<file path="src/rtl/ex_hilo_mult_pkg.sv">
// Shared execute-stage definitions: aluop codes, HI/LO unit widths,
// FSM encoding and small helpers.
package ex_hilo_mult_pkg;

    localparam int unsigned DATA_W  = 32;
    localparam int unsigned ALUOP_W = 8;
    localparam int unsigned ACC_W   = 2 * DATA_W;
    localparam int unsigned CNT_W   = $clog2(DATA_W);

    typedef logic [ALUOP_W-1:0] aluop_t;

    localparam aluop_t EXE_MFHI_OP  = 8'h10;
    localparam aluop_t EXE_MTHI_OP  = 8'h11;
    localparam aluop_t EXE_MFLO_OP  = 8'h12;
    localparam aluop_t EXE_MTLO_OP  = 8'h13;
    localparam aluop_t EXE_MULT_OP  = 8'h18;
    localparam aluop_t EXE_MULTU_OP = 8'h19;

    localparam logic [DATA_W-1:0] ZeroWord = '0;

    typedef enum logic [1:0] {
        ST_IDLE = 2'd0,
        ST_BUSY = 2'd1,
        ST_DONE = 2'd2
    } state_t;

    // Architectural {HI, LO} pair as written back from a multiply.
    typedef struct packed {
        logic [DATA_W-1:0] hi;
        logic [DATA_W-1:0] lo;
    } hilo_t;

    // Two's-complement magnitude; the most negative value maps onto itself
    // and is then treated as unsigned by the multiplier.
    function automatic logic [DATA_W-1:0] magnitude(input logic [DATA_W-1:0] x);
        return x[DATA_W-1] ? DATA_W'(-x) : x;
    endfunction

endpackage

</file>
<file path="src/rtl/ex_hilo_mult_if.sv">
// Decode-to-execute HI/LO unit bus: operands in, stall and HI/LO views out.
interface ex_hilo_mult_if;
    import ex_hilo_mult_pkg::*;

    logic              valid_i;
    aluop_t            aluop_i;
    logic [DATA_W-1:0] reg1_i;
    logic [DATA_W-1:0] reg2_i;
    logic              annul_i;
    logic              stall_req_o;
    logic [DATA_W-1:0] mf_data_o;
    logic [DATA_W-1:0] hi_o;
    logic [DATA_W-1:0] lo_o;
    logic              busy_o;

    modport master (
        output valid_i, aluop_i, reg1_i, reg2_i, annul_i,
        input  stall_req_o, mf_data_o, hi_o, lo_o, busy_o
    );

    modport slave (
        input  valid_i, aluop_i, reg1_i, reg2_i, annul_i,
        output stall_req_o, mf_data_o, hi_o, lo_o, busy_o
    );

endinterface

</file>
<file path="src/rtl/ex_hilo_mult_mult_seq_core.sv">
// Radix-2 shift-add unsigned multiplier datapath: one partial product per
// step, DATA_W steps per product. Sequencing is owned by the parent FSM.
module ex_hilo_mult_mult_seq_core
    import ex_hilo_mult_pkg::*;
(
    input  logic              clk,
    input  logic              rst,
    input  logic              load,
    input  logic              step,
    input  logic [DATA_W-1:0] mcand_in,
    input  logic [DATA_W-1:0] mplier_in,
    output logic [ACC_W-1:0]  product,
    output logic              done_c
);

    logic [ACC_W-1:0]  mcand;
    logic [DATA_W-1:0] mplier;
    logic [ACC_W-1:0]  acc;
    logic [CNT_W-1:0]  cnt;

    // Operand load, then per step: conditional add of the pre-shifted
    // multiplicand (equal to multiplicand << cnt), shift, count.
    always_ff @(posedge clk) begin
        if (rst) begin
            mcand  <= '0;
            mplier <= '0;
            acc    <= '0;
            cnt    <= '0;
        end else if (load) begin
            mcand  <= ACC_W'(mcand_in);
            mplier <= mplier_in;
            acc    <= '0;
            cnt    <= '0;
        end else if (step) begin
            if (mplier[0]) begin
                acc <= acc + mcand;
            end
            mcand  <= mcand << 1;
            mplier <= mplier >> 1;
            cnt    <= cnt + CNT_W'(1);
        end
    end

    assign product = acc;
    assign done_c  = step && (cnt == CNT_W'(DATA_W - 1));

endmodule

</file>
<file path="src/rtl/ex_hilo_mult.sv">
// Execute-stage HI/LO unit: owns HI/LO, serves MTHI/MTLO/MFHI/MFLO and
// sequences MULT/MULTU through the shift-add core while stalling upstream.
module ex_hilo_mult
    import ex_hilo_mult_pkg::*;
(
    input  logic          clk,
    input  logic          rst,
    ex_hilo_mult_if.slave bus
);

    state_t            state;
    state_t            state_next;
    logic [DATA_W-1:0] hi;
    logic [DATA_W-1:0] lo;
    logic              neg;

    logic              is_mul;
    logic              is_signed;
    logic              issue;
    logic              mul_load;
    logic              mul_step;
    logic              mul_done_c;
    logic              hi_we;
    logic              lo_we;
    logic              wb;
    logic [ACC_W-1:0]  product;
    hilo_t             result;
    logic [DATA_W-1:0] mcand_in;
    logic [DATA_W-1:0] mplier_in;

    assign is_signed = (bus.aluop_i == EXE_MULT_OP);
    assign is_mul    = is_signed || (bus.aluop_i == EXE_MULTU_OP);
    assign issue     = bus.valid_i && !bus.annul_i && is_mul;

    assign mcand_in  = is_signed ? magnitude(bus.reg1_i) : bus.reg1_i;
    assign mplier_in = is_signed ? magnitude(bus.reg2_i) : bus.reg2_i;
    assign result    = neg ? hilo_t'(-product) : hilo_t'(product);

    ex_hilo_mult_mult_seq_core u_core (
        .clk       (clk),
        .rst       (rst),
        .load      (mul_load),
        .step      (mul_step),
        .mcand_in  (mcand_in),
        .mplier_in (mplier_in),
        .product   (product),
        .done_c    (mul_done_c)
    );

    // FSM state register.
    always_ff @(posedge clk) begin
        if (rst) begin
            state <= ST_IDLE;
        end else begin
            state <= state_next;
        end
    end

    // Next state; DONE always returns to IDLE so a held MULT cannot restart.
    always_comb begin
        state_next = state;
        case (state)
            ST_IDLE: if (issue) state_next = ST_BUSY;
            ST_BUSY: begin
                if (bus.annul_i) begin
                    state_next = ST_IDLE;
                end else if (mul_done_c) begin
                    state_next = ST_DONE;
                end
            end
            ST_DONE: state_next = ST_IDLE;
            default: state_next = ST_IDLE;
        endcase
    end

    // Stall, MF read mux and per-state strobes; annul suppresses side effects.
    always_comb begin
        bus.stall_req_o = 1'b0;
        bus.busy_o      = (state != ST_IDLE);
        bus.mf_data_o   = ZeroWord;
        mul_load        = 1'b0;
        mul_step        = 1'b0;
        hi_we           = 1'b0;
        lo_we           = 1'b0;
        wb              = 1'b0;
        case (state)
            ST_IDLE: begin
                if (bus.valid_i) begin
                    case (bus.aluop_i)
                        EXE_MFHI_OP: bus.mf_data_o = hi;
                        EXE_MFLO_OP: bus.mf_data_o = lo;
                        EXE_MTHI_OP: hi_we = !bus.annul_i;
                        EXE_MTLO_OP: lo_we = !bus.annul_i;
                        EXE_MULT_OP, EXE_MULTU_OP: begin
                            bus.stall_req_o = !bus.annul_i;
                            mul_load        = !bus.annul_i;
                        end
                        default: ;
                    endcase
                end
            end
            ST_BUSY: begin
                bus.stall_req_o = !bus.annul_i;
                mul_step        = !bus.annul_i;
            end
            ST_DONE: wb = !bus.annul_i;
            default: ;
        endcase
    end

    // Sign capture at issue and HI/LO updates from MT ops or multiply writeback.
    always_ff @(posedge clk) begin
        if (rst) begin
            hi  <= ZeroWord;
            lo  <= ZeroWord;
            neg <= 1'b0;
        end else begin
            if (mul_load) begin
                neg <= is_signed && (bus.reg1_i[DATA_W-1] ^ bus.reg2_i[DATA_W-1]);
            end
            if (wb) begin
                hi <= result.hi;
                lo <= result.lo;
            end else begin
                if (hi_we) hi <= bus.reg1_i;
                if (lo_we) lo <= bus.reg1_i;
            end
        end
    end

    assign bus.hi_o = hi;
    assign bus.lo_o = lo;

endmodule

</file>
<file path="src/flat_wrapper.sv">
// flat-port wrapper written by rule: the top's interface ports become plain ports
module ex_hilo_mult_flat import ex_hilo_mult_pkg::*;
  (clk, rst, bus_valid_i, bus_aluop_i, bus_reg1_i, bus_reg2_i, bus_annul_i, bus_stall_req_o, bus_mf_data_o, bus_hi_o, bus_lo_o, bus_busy_o);
  ex_hilo_mult_if bus_i ();
  input  logic clk;
  input  logic rst;
  input wire logic [$bits(bus_i.valid_i)-1:0] bus_valid_i;
  input wire logic [$bits(bus_i.aluop_i)-1:0] bus_aluop_i;
  input wire logic [$bits(bus_i.reg1_i)-1:0] bus_reg1_i;
  input wire logic [$bits(bus_i.reg2_i)-1:0] bus_reg2_i;
  input wire logic [$bits(bus_i.annul_i)-1:0] bus_annul_i;
  output wire logic [$bits(bus_i.stall_req_o)-1:0] bus_stall_req_o;
  output wire logic [$bits(bus_i.mf_data_o)-1:0] bus_mf_data_o;
  output wire logic [$bits(bus_i.hi_o)-1:0] bus_hi_o;
  output wire logic [$bits(bus_i.lo_o)-1:0] bus_lo_o;
  output wire logic [$bits(bus_i.busy_o)-1:0] bus_busy_o;
  assign bus_i.valid_i = bus_valid_i;
  assign bus_i.aluop_i = bus_aluop_i;
  assign bus_i.reg1_i = bus_reg1_i;
  assign bus_i.reg2_i = bus_reg2_i;
  assign bus_i.annul_i = bus_annul_i;
  assign bus_stall_req_o = bus_i.stall_req_o;
  assign bus_mf_data_o = bus_i.mf_data_o;
  assign bus_hi_o = bus_i.hi_o;
  assign bus_lo_o = bus_i.lo_o;
  assign bus_busy_o = bus_i.busy_o;
  ex_hilo_mult u_core (.clk(clk), .rst(rst), .bus(bus_i));
endmodule
</file>
<file path="config.mk">
export PLATFORM = sky130hd
export DESIGN_NAME = ex_hilo_mult_flat
export DESIGN_NICKNAME = d
export VERILOG_FILES = /design/src/rtl/ex_hilo_mult_pkg.sv /design/src/rtl/ex_hilo_mult_if.sv /design/src/rtl/ex_hilo_mult_mult_seq_core.sv /design/src/rtl/ex_hilo_mult.sv /design/src/flat_wrapper.sv
export SDC_FILE = /design/constraint.sdc
export NUM_CORES = 1
export LEC_CHECK = 0
export CAP_MARGIN = 5
export CORE_ASPECT_RATIO = 0.5
export CORE_MARGIN = 4
export CORE_UTILIZATION = 54
export CTS_CLUSTER_SIZE = 40
export DETAILED_ROUTE_END_ITERATION = 6
export PLACE_DENSITY = 0.77
export SLEW_MARGIN = 20
export SYNTH_ARGS = -nofsm -noshare
export SYNTH_HDL_FRONTEND = slang
export SYNTH_SLANG_ARGS = --single-unit
</file>
<file path="constraint.sdc">
create_clock -name clk -period 6.3 [get_ports clk]
set_input_delay 1.26 -clock clk [delete_from_list [all_inputs] [get_ports clk]]
set_output_delay 1.26 -clock clk [all_outputs]
set_load 0.02 [all_outputs]
</file>
==> out/qor.csv <==
metric;value;unit
initial antenna violation count;1;
PortBufs;173;
CTS root buf;clkbuf_16;
Via density;6.18;
Synth Net Count;2292;
fraction of layout cells with a size suffix above 1;0.0400;
total global-route track usage;0.292;
setup_tns;0;ns
Critical Path End Type;output pin;
register area share after synthesis;0.288;
R2R Path Start;u_core.u_core.product[8];
worst vdd ir;0.186;mV
routability cong.;0.952;
Antenna diodes;0;
Syn Area/Cell;7.51;µm²
Hold Path Sink;u_core.u_core.cnt[4];
Slew Viols, Final;0;
top cell type's share of synthesized area;0.288;
Reg clk slew, reported paths;0.06;ns
Area contributors post-synth;dfxtp_1 29%, nand2_1 8.5%, xnor2_1 6.4%;
max-cap violations;0;
Worst EP required;5.04;ns
total power;3160;µW
Initial Utilization;0.552;
clock sink count;232;
hpwl dp;37.0;mm
Crit Path Class;primary input to output pin;
footprint of the multi-input gates;10800;µm²
pwr dens;168;nW/µm²
reg2reg end;u_core.u_core.product[51];
dpl ws;1.13;ns
RSZ-0062 raised after global routing;false;
slack of the critical path;1.10;ns
Rel. slew slack;0.270;
Final nets;2353;
# setup viols final;0;
Clock Latency Late Sink;0.54;ns
Worst Tran Pin Value;1.09;ns
FF+latch area;4650;µm²
Core Box Area;29200;µm²
minimum clock period;5.20;ns
clk buf depth;3;
post-CTS setup buffer count;0;
number of warnings issued by yosys;0;
critical path data arrival time;3.94;ns
DRT Pass-1 Iters;6;
Synth async-reset ratio;0;
Routed WL;50.9;mm
largest net degree at the start of global routing;91;
Fin. Hold Viols;0;
total CTS buffers;23;
htree depth;1;
Die ar.;32800;µm²
top_reg_cell synth;dfxtp_1;
# resized after CTS;0;
hold_sp;u_core.u_core.cnt[4];
#FFs+latches synth;232;
hold-fix buffers at CTS;0;
Post-synth EDFFs;0;
Mapped Area;16100;µm²
Rows;44;
Chip Height;130;µm
vias in the first global route;14400;
Detail Route Antenna Nets;0;
R2R setup slack;2.08;ns
status;complete, no violations;
# IOs;174;
Worst Hold Path Cells;2;
worst hold path type;flip-flop to flip-flop;
fillers;2647;
Congestion Overflow GR;0;
first-pass GRT wire length;79.0;mm
library cells used by synthesis;70;
CTS tree;yes;
period utilization;0.825;
DRC errors left;0;
area grow syn2layout;16.3;%
clock skew;0.0168;ns
routed vias;16200;
crit start category;primary input;
Static Leak;0.00734;µW
maximum clock frequency;0.192;GHz
Syn Inst Count;2147;
Die Span X;252;µm
Crit Path Max Fanout;32;
leading area contributor after synthesis;dfxtp_1;
worst r2r path cells;11;
initial DRC count;1580;
drt wl/cell;19.5;µm
power by group:
group,switching [µW],internal [µW],leakage [µW]
Sequential,3.08,1470,0.00187
Clock,641,887,0.000404
Combinational,87.5,69.4,0.00507
Total,732,2420,0.00734
routing by layer:
layer / vias to the layer above / part of all wire / wire (µm) / global-route usage
li1: 7781 / - / - / -
met1: 7713 / 0.44 / 22400 / 0.397
met2: 578 / 0.46 / 23500 / 0.491
met3: 86 / 0.076 / 3890 / 0.0548
met4: 2 / 0.022 / 1110 / 0.0638
met5: - / 0.00026 / 13 / 0
synthesized netlist by cell type, types with 10 or more instances:
cell type,instances
nor2_1,244
a21o_1,38
clkbuf_1,138
dfxtp_1,232
xor2_1,57
o31ai_1,28
nand4_1,26
nand3_1,43
nand2_1,366
or3_1,16
xnor2_1,117
inv_1,23
ha_1,68
nor3_1,32
a21oi_1,195
o41ai_1,18
nor4_1,13
o21ai_0,66
a211oi_1,75
or4_1,22
a311oi_1,63
and2_1,10
o21a_1,11
o21bai_1,17
buf_1,16
mux2i_1,94
nand2b_1,19
registers in the layout, summed over array words and instances, names as in the netlist:
signal and flops:
u_core.u_core.product 64, u_core.u_core.mcand 64, u_core.state 2, u_core.bus.lo_o 32, u_core.neg 1, u_core.u_core.cnt 5, u_core.bus.hi_o 32, u_core.u_core.mplier 32
worst max path at each step:
| stage | from | end | slack [ns] |
|---|---|---|---|
| after floorplan | bus_aluop_i[5] | bus_mf_data_o[10] | 2.36 |
| after global placement | bus_aluop_i[4] | bus_mf_data_o[24] | 1.22 |
| after detailed placement | bus_aluop_i[4] | bus_mf_data_o[2] | 1.13 |
| final | bus_aluop_i[4] | bus_mf_data_o[7] | 1.10 |
| after CTS | bus_aluop_i[5] | bus_mf_data_o[2] | 1.12 |
| after global routing | bus_aluop_i[5] | bus_mf_data_o[7] | 0.93 |
kinds of logic (layout without fill, tap and decap cells):
family / after synthesis / after routing / synth area share
buffers and inverters: 179 / 256 / 0.0422
multiplexers: 94 / 94 / 0.0584
XOR/XNOR: 174 / 174 / 0.0946
adder cells (fa/ha/maj): 69 / 69 / 0.0540
AO/OA/AOI/OAI: 559 / 559 / 0.230
flip-flops: 232 / 232 / 0.288
AND/OR/NAND/NOR: 840 / 840 / 0.233
critical path, stage by stage:
cell	delay, ns
clkdlybuf4s50_1	0.48
nand2b_1	0.06
nor4_1	0.25
nand3_1	0.19
or3_1	0.78
nor2_1	0.28
clkdlybuf4s50_1	0.63
final cells by class:
cell class / count / area share
multi-input combinational: 1736 / 0.578
sequential: 232 / 0.248
timing repair buffer: 192 / 0.0996
clock buffer: 29 / 0.0341
tap: 391 / 0.0261
clock inverter: 12 / 0.00935
inverter: 23 / 0.00461
cell usage in the layout (no fill, tap or decap), drive strengths merged, types with 67 or more instances in the layout:
cell	Yosys	routed
o21ai	67	67
ha	68	68
a21oi	195	195
nor2	244	244
nand2	366	366
mux2i	94	94
dfxtp	232	232
clkdlybuf4s50	0	171
xnor2	117	117
a211oi	75	75
through the flow:
stage	utilization	hold slack [ns]	std cells	cell area (µm²)
after detailed placement	0.614	0.459	2574	17900
after global routing	0.642	0.492	2615	18700
final	0.642	0.468	2615	18700
after floorplan	-	0.441	2147	16100
after CTS	0.642	0.469	2615	18700
after global placement	0.614	0.446	2574	17900
No activity file was read; power rests on OpenSTA's default activity.
